### src/rtl/flash_qspi_arbiter_if.sv
// Request/response and flash pin bundle for the quad-SPI read arbiter.
// The slave side is the controller; the master side is everything around it.
interface flash_qspi_arbiter_if;
    logic        req0_valid;
    logic [23:0] req0_addr;
    logic        req0_ready;
    logic        req1_valid;
    logic [23:0] req1_addr;
    logic        req1_ready;
    logic [31:0] rdata;
    logic        busy;
    logic [1:0]  flash_clk_ddr;
    logic        flash_csn;
    logic [3:0]  flash_in_en;
    logic [3:0]  flash_in;
    logic [3:0]  flash_out;

    // Requests: valid/addr are held by the requester until its ready pulses.
    // ready is a single-cycle completion pulse with rdata valid in that cycle.
    modport slave (
        input  req0_valid, req0_addr, req1_valid, req1_addr, flash_out,
        output req0_ready, req1_ready, rdata, busy,
               flash_clk_ddr, flash_csn, flash_in_en, flash_in
    );

    modport master (
        output req0_valid, req0_addr, req1_valid, req1_addr, flash_out,
        input  req0_ready, req1_ready, rdata, busy,
               flash_clk_ddr, flash_csn, flash_in_en, flash_in
    );
endinterface

### src/rtl/flash_qspi_arbiter.sv
// Two-port round-robin arbiter issuing one 0xEB quad fast-read per grant and
// returning a little-endian 32-bit word; all pin outputs are registered.
module flash_qspi_arbiter #(
    parameter int DUMMY_CYCLES    = 4,
    parameter int INPUT_LATENCY   = 2,
    parameter int CSN_HIGH_CYCLES = 2
) (
    input  logic                clk_2x,
    input  logic                reset,
    flash_qspi_arbiter_if.slave bus,
    output logic [2:0]          state_dbg_o
);

    typedef enum logic [2:0] {
        S_IDLE    = 3'd0,
        S_CMD     = 3'd1,
        S_ADDR    = 3'd2,
        S_MODE    = 3'd3,
        S_DUMMY   = 3'd4,
        S_DATA    = 3'd5,
        S_DRAIN   = 3'd6,
        S_CS_HIGH = 3'd7
    } state_e;

    localparam logic [7:0] CMD_QUAD_READ = 8'hEB;
    localparam logic [7:0] DUMMY_LAST    = 8'(DUMMY_CYCLES - 1);
    localparam logic [7:0] DRAIN_LAST    = 8'(INPUT_LATENCY - 1);
    localparam logic [7:0] CSH_LAST      = 8'(CSN_HIGH_CYCLES - 1);

    state_e                   state_q, state_d;
    logic [7:0]               cnt_q, cnt_d;
    logic [23:0]              addr_q, addr_d;
    logic                     port_q, port_d;
    logic                     last_q, last_d;
    logic [INPUT_LATENCY-1:0] pipe_q, pipe_d;
    logic [INPUT_LATENCY:0]   pipe_ext;
    logic [31:0]              sr_q, sr_d;
    logic [31:0]              rdata_q, rdata_d;
    logic                     ready0_q, ready0_d;
    logic                     ready1_q, ready1_d;
    logic                     busy_q, busy_d;
    logic                     csn_q, csn_d;
    logic [1:0]               ddr_q, ddr_d;
    logic [3:0]               in_en_q, in_en_d;
    logic [3:0]               in_q, in_d;
    logic                     grant;

    always_comb begin
        state_d  = state_q;
        cnt_d    = cnt_q + 8'd1;
        addr_d   = addr_q;
        port_d   = port_q;
        last_d   = last_q;
        rdata_d  = rdata_q;
        ready0_d = 1'b0;
        ready1_d = 1'b0;
        grant    = 1'b0;

        // Each DATA pulse marks a slot that reaches the capture point
        // INPUT_LATENCY cycles later, when its nibble sits on flash_out.
        pipe_ext = {pipe_q, (state_q == S_DATA)};
        pipe_d   = pipe_ext[INPUT_LATENCY-1:0];
        sr_d     = pipe_q[INPUT_LATENCY-1] ? {sr_q[27:0], bus.flash_out} : sr_q;

        case (state_q)
            S_IDLE: begin
                cnt_d = 8'd0;
                if (bus.req0_valid || bus.req1_valid) begin
                    grant   = (bus.req0_valid && bus.req1_valid) ? ~last_q : bus.req1_valid;
                    state_d = S_CMD;
                    port_d  = grant;
                    last_d  = grant;
                    addr_d  = grant ? bus.req1_addr : bus.req0_addr;
                end
            end
            S_CMD:     if (cnt_q == 8'd7)      begin state_d = S_ADDR;  cnt_d = 8'd0; end
            S_ADDR:    if (cnt_q == 8'd5)      begin state_d = S_MODE;  cnt_d = 8'd0; end
            S_MODE:    if (cnt_q == 8'd1)      begin state_d = S_DUMMY; cnt_d = 8'd0; end
            S_DUMMY:   if (cnt_q == DUMMY_LAST) begin state_d = S_DATA; cnt_d = 8'd0; end
            S_DATA:    if (cnt_q == 8'd7)      begin state_d = S_DRAIN; cnt_d = 8'd0; end
            S_DRAIN: begin
                if (cnt_q == DRAIN_LAST) begin
                    state_d  = S_CS_HIGH;
                    cnt_d    = 8'd0;
                    // First nibble of each byte is its high half; byte 0 goes low.
                    rdata_d  = {sr_d[7:0], sr_d[15:8], sr_d[23:16], sr_d[31:24]};
                    ready0_d = ~port_q;
                    ready1_d = port_q;
                end
            end
            S_CS_HIGH: if (cnt_q == CSH_LAST)  begin state_d = S_IDLE;  cnt_d = 8'd0; end
            default: begin
                state_d = S_IDLE;
                cnt_d   = 8'd0;
            end
        endcase

        // Pin values are derived from the upcoming state so they are registered.
        csn_d   = 1'b1;
        ddr_d   = 2'b00;
        in_en_d = 4'b0000;
        in_d    = 4'b0000;
        case (state_d)
            S_CMD: begin
                csn_d   = 1'b0;
                ddr_d   = 2'b10;
                in_en_d = 4'b1101;
                in_d    = {3'b110, CMD_QUAD_READ[3'd7 - cnt_d[2:0]]};
            end
            S_ADDR: begin
                csn_d   = 1'b0;
                ddr_d   = 2'b10;
                in_en_d = 4'b1111;
                case (cnt_d[2:0])
                    3'd0:    in_d = addr_d[23:20];
                    3'd1:    in_d = addr_d[19:16];
                    3'd2:    in_d = addr_d[15:12];
                    3'd3:    in_d = addr_d[11:8];
                    3'd4:    in_d = addr_d[7:4];
                    default: in_d = addr_d[3:0];
                endcase
            end
            S_MODE: begin
                csn_d   = 1'b0;
                ddr_d   = 2'b10;
                in_en_d = 4'b1111;
            end
            S_DUMMY, S_DATA: begin
                csn_d = 1'b0;
                ddr_d = 2'b10;
            end
            S_DRAIN: csn_d = 1'b0;
            default: ;
        endcase

        busy_d = (state_d != S_IDLE);
    end

    always_ff @(posedge clk_2x) begin
        if (reset) begin
            state_q  <= S_IDLE;
            cnt_q    <= 8'd0;
            addr_q   <= 24'd0;
            port_q   <= 1'b0;
            last_q   <= 1'b1;
            pipe_q   <= '0;
            sr_q     <= 32'd0;
            rdata_q  <= 32'd0;
            ready0_q <= 1'b0;
            ready1_q <= 1'b0;
            busy_q   <= 1'b0;
            csn_q    <= 1'b1;
            ddr_q    <= 2'b00;
            in_en_q  <= 4'b0000;
            in_q     <= 4'b0000;
        end else begin
            state_q  <= state_d;
            cnt_q    <= cnt_d;
            addr_q   <= addr_d;
            port_q   <= port_d;
            last_q   <= last_d;
            pipe_q   <= pipe_d;
            sr_q     <= sr_d;
            rdata_q  <= rdata_d;
            ready0_q <= ready0_d;
            ready1_q <= ready1_d;
            busy_q   <= busy_d;
            csn_q    <= csn_d;
            ddr_q    <= ddr_d;
            in_en_q  <= in_en_d;
            in_q     <= in_d;
        end
    end

    assign bus.req0_ready    = ready0_q;
    assign bus.req1_ready    = ready1_q;
    assign bus.rdata         = rdata_q;
    assign bus.busy          = busy_q;
    assign bus.flash_clk_ddr = ddr_q;
    assign bus.flash_csn     = csn_q;
    assign bus.flash_in_en   = in_en_q;
    assign bus.flash_in      = in_q;
    assign state_dbg_o       = state_q;

endmodule

### src/flat_wrapper.sv
// flat-port wrapper written by rule: the top's interface ports become plain ports
module flash_qspi_arbiter_flat 
#(
    parameter int DUMMY_CYCLES    = 4,
    parameter int INPUT_LATENCY   = 2,
    parameter int CSN_HIGH_CYCLES = 2
)
  (clk_2x, reset, state_dbg_o, bus_req0_valid, bus_req0_addr, bus_req1_valid, bus_req1_addr, bus_flash_out, bus_req0_ready, bus_req1_ready, bus_rdata, bus_busy, bus_flash_clk_ddr, bus_flash_csn, bus_flash_in_en, bus_flash_in);
  flash_qspi_arbiter_if bus_i ();
  input  logic clk_2x;
  input  logic reset;
  output logic [2:0] state_dbg_o;
  input wire logic [$bits(bus_i.req0_valid)-1:0] bus_req0_valid;
  input wire logic [$bits(bus_i.req0_addr)-1:0] bus_req0_addr;
  input wire logic [$bits(bus_i.req1_valid)-1:0] bus_req1_valid;
  input wire logic [$bits(bus_i.req1_addr)-1:0] bus_req1_addr;
  input wire logic [$bits(bus_i.flash_out)-1:0] bus_flash_out;
  output wire logic [$bits(bus_i.req0_ready)-1:0] bus_req0_ready;
  output wire logic [$bits(bus_i.req1_ready)-1:0] bus_req1_ready;
  output wire logic [$bits(bus_i.rdata)-1:0] bus_rdata;
  output wire logic [$bits(bus_i.busy)-1:0] bus_busy;
  output wire logic [$bits(bus_i.flash_clk_ddr)-1:0] bus_flash_clk_ddr;
  output wire logic [$bits(bus_i.flash_csn)-1:0] bus_flash_csn;
  output wire logic [$bits(bus_i.flash_in_en)-1:0] bus_flash_in_en;
  output wire logic [$bits(bus_i.flash_in)-1:0] bus_flash_in;
  assign bus_i.req0_valid = bus_req0_valid;
  assign bus_i.req0_addr = bus_req0_addr;
  assign bus_i.req1_valid = bus_req1_valid;
  assign bus_i.req1_addr = bus_req1_addr;
  assign bus_i.flash_out = bus_flash_out;
  assign bus_req0_ready = bus_i.req0_ready;
  assign bus_req1_ready = bus_i.req1_ready;
  assign bus_rdata = bus_i.rdata;
  assign bus_busy = bus_i.busy;
  assign bus_flash_clk_ddr = bus_i.flash_clk_ddr;
  assign bus_flash_csn = bus_i.flash_csn;
  assign bus_flash_in_en = bus_i.flash_in_en;
  assign bus_flash_in = bus_i.flash_in;
  flash_qspi_arbiter #(.DUMMY_CYCLES(DUMMY_CYCLES), .INPUT_LATENCY(INPUT_LATENCY), .CSN_HIGH_CYCLES(CSN_HIGH_CYCLES)) u_core (.clk_2x(clk_2x), .reset(reset), .bus(bus_i), .state_dbg_o(state_dbg_o));
endmodule
### config.mk
export PLATFORM = sky130hd
export DESIGN_NAME = flash_qspi_arbiter_flat
export DESIGN_NICKNAME = d
export VERILOG_FILES = /design/src/rtl/flash_qspi_arbiter_if.sv /design/src/rtl/flash_qspi_arbiter.sv /design/src/flat_wrapper.sv
export SDC_FILE = /design/constraint.sdc
export NUM_CORES = 1
export LEC_CHECK = 0
export ABC_CLOCK_PERIOD_IN_PS = 3200
export CORE_MARGIN = 10
export CORE_UTILIZATION = 30
export DETAILED_ROUTE_END_ITERATION = 6
export PLACE_DENSITY = 0.58
export SLEW_MARGIN = 10
export SYNTH_ARGS = -nofsm -noshare
export SYNTH_HDL_FRONTEND = slang
export SYNTH_SLANG_ARGS = --single-unit
### constraint.sdc
create_clock -name clk_2x -period 3.2 [get_ports clk_2x]
set_input_delay 0.64 -clock clk_2x [delete_from_list [all_inputs] [get_ports clk_2x]]
set_output_delay 0.64 -clock clk_2x [all_outputs]
set_load 0.005 [all_outputs]
==> qor.yml <==
global_route:
  antenna_found_initial: 0
  busiest_layer: "met2"
  met2_usage: 0.177
  grt_overflow: 0
  grt_use_met1: 0.141
  grt_pass1_wl_um: 20600
  grt_pass1_vias: 3988
  use_met3: 0.0538
  grt_max_degree: 67
  grt_usage: 0.116
sta:
  min_period_ns: 2.61
  finalHoldViolations: 0
  slew_viol_final: 0
  tns_ns: 0
  rsz0062_at_grt: "no"
  setup-violations-final: 0
  hold_slack_ns: 0.437
  slew_headroom: 0.338
  post-route-period-util: 0.817
  worst_pin_slew_ns: 0.994
  finClkSkew_ns: 0.00598
  clock.fmax_ghz: 0.382
die:
  die_w_um: 146
  start_util: 0.304
  rows: 46
  core_area_um2: 15700
  die_area_um2: 21400
  io_pins: 105
  die_h_um: 146
critical_path:
  required_ns: 3.46
  worstSetupPathType: "flip-flop to flip-flop"
  cp_max_fo: 9
  critPathArrivalTime_ns: 2.88
  cp-start-kind: "flip-flop"
  cp-end-kind: "flip-flop"
drt:
  vias: 4019
  routed_wl_um: 12500
  drtAntennaViolNets: 0
  dr.pass1.iters: 6
  drt_iter0_drc: 173
  avgViaCountPerCell: 4.73
  wire_per_inst_um: 14.7
  drc: 0
final_layout:
  antenna_cells: 0
  seqCellArea_um2: 2280
  drive_above_1_share: 0.0868
  utilization: 0.417
  nNetsFinal: 680
  areaGrowthSynthToFinish_pct: 37.1
  multi_input_area_um2: 2300
  stdcell_area_um2: 6550
  fillers: 1536
  final_cells: 850
yosys:
  async_reset_ff_frac: 0
  synthCells: 530
  synth_top_cell_by_area: "dfxtp_1"
  synth_common_cells: "dfxtp_1 (114), nor2_1 (111), nand2_1 (45)"
  synth_area_per_cell_um2: 9.01
  seq_area_frac_synth: 0.478
  synth.top_cells.by_area: "dfxtp_1 (48%), mux2i_1 (9.0%), nor2_1 (8.7%)"
  ys_types: 59
  synth_edf_count: 0
  synth.most_common_cell: "dfxtp_1"
  ys_ff_latch: 114
  synth_area_um2: 4770
  syn_nets: 588
  yosys_warnings: 0
  synth_ff_type: "dfxtp_1"
  yosys.area.top_type_share: 0.478
worst_hold_path:
  hold_class: "flip-flop to flip-flop"
status:
  outcome: "finished clean"
power_and_ir_drop:
  power_density_nw_per_um2: 554
  leakage_nw: 2.27
  peakVddDrop_uv: 342
placed_design:
  dpl.hpwl_um: 9180
  gp_congestion: 0.833
  port_buffers: 103
  dpl_cell_area_um2: 5970
  placed_cells: 819
clock_network:
  clkSlewWorstSetupHoldPaths_ns: 0.05
  cts_root_buffer: "clkbuf_16"
  clk_latency_ns: 0.41
  htree_levels: 4
  cts_resized: 0
  cts_inserted_buffers: 17
  clock_sinks: 114
  clockBufferDepth: 2
  tritoncts: "done"
  holdBufCountCts: 0
  post_cts_buffers: 0
run:
  maxCapViolCount: 0
-- flip-flops by register name, indices dropped and copies added (netlist names) --
signal	flops
u_core.state_dbg_o	3
u_core.bus.busy	1
u_core.sr_q	32
u_core.bus.rdata	32
u_core.bus.flash_in_en	2
u_core.port_q	1
u_core.bus.req0_ready	1
u_core.last_q	1
u_core.bus.flash_in	4
u_core.addr_q	24
u_core.bus.flash_csn	1
u_core.cnt_q	8
u_core.bus.flash_clk_ddr	1
u_core.bus.req1_ready	1
u_core.pipe_q	2
-- final timing paths --
check	from	to	slack, ns	cells past startpoint
setup / recovery	u_core.cnt_q[0]	u_core.bus.flash_in[0]	0.59	8
hold / removal	u_core.pipe_q[0]	u_core.pipe_q[1]	0.44	1
setup reg to reg	u_core.cnt_q[0]	u_core.bus.flash_in[0]	0.59	8
hold reg to reg	u_core.pipe_q[0]	u_core.pipe_q[1]	0.44	1
-- layer usage --
metal / part of all wire / vias up
met1: 0.46 / 1834
li1: - / 2044
met4: 0.014 / 0
met3: 0.083 / 14
met5: 0 / -
met2: 0.45 / 127
-- kinds of logic after synthesis --
logic type,Yosys count,synth area share
DFF,114,0.478
muxes,44,0.0925
other,1,0.000785
adders and majority gates,2,0.00524
buffers and inverters,44,0.0419
and+or+nand+nor,212,0.203
xor gates and xnor gates,8,0.0147
AOI/OAI and AO/OA,105,0.164
-- layout make-up --
cell class | instances | area share
multi-input combinational | 372 | 0.352
sequential | 114 | 0.349
timing repair buffer | 113 | 0.169
clock buffer | 22 | 0.0709
tap | 216 | 0.0413
clock inverter | 9 | 0.0164
inverter | 4 | 0.00229
-- where the power goes --
part,internal (W),switching (W)
Combinational,0.000161,0.000159
Clock,0.00118,0.000635
Sequential,0.00146,0.0000253
-- worst max-delay path, cell delays in order, from the launching register on --
cell and delay (ns):
dfxtp_1 0.51, ha_1 0.33, nor2b_1 0.27, and3_1 0.24
nand2_1 0.10, a2111oi_4 0.59, a21oi_1 0.08, o31ai_1 0.24
a31oi_1 0.11
-- cell usage in the layout (no fill, tap or decap), types with 3 or more instances in the layout --
cell type and count:
nor3b_1 3, buf_4 11, nor3_2 3, nand2b_1 4, inv_1 4, clkbuf_16 17, nor3_1 8, a211oi_1 37
or3_1 3, o22ai_1 3, nor2_1 111, mux2i_1 43, o21ai_1 3, xnor2_1 4, a21oi_1 19, clkbuf_1 3
and2_1 3, nand3_1 8, xor2_1 4, nor2b_1 9, clkdlybuf4s50_1 102, nand2_1 45, a31oi_1 4, clkinv_2 3
dfxtp_1 113, a311oi_1 7, o21ai_0 9
-- per-stage QoR --
stage	power (W)	worst slack, ns
6_report	0.00362	0.585
4_1_cts	0.00367	0.583
5_1_grt	0.00377	0.397
3_3_place_gp	0.00184	0.454
3_5_place_dp	0.00184	0.357
2_1_floorplan	0.00169	0.920
(Power assumes the default switching activity.)
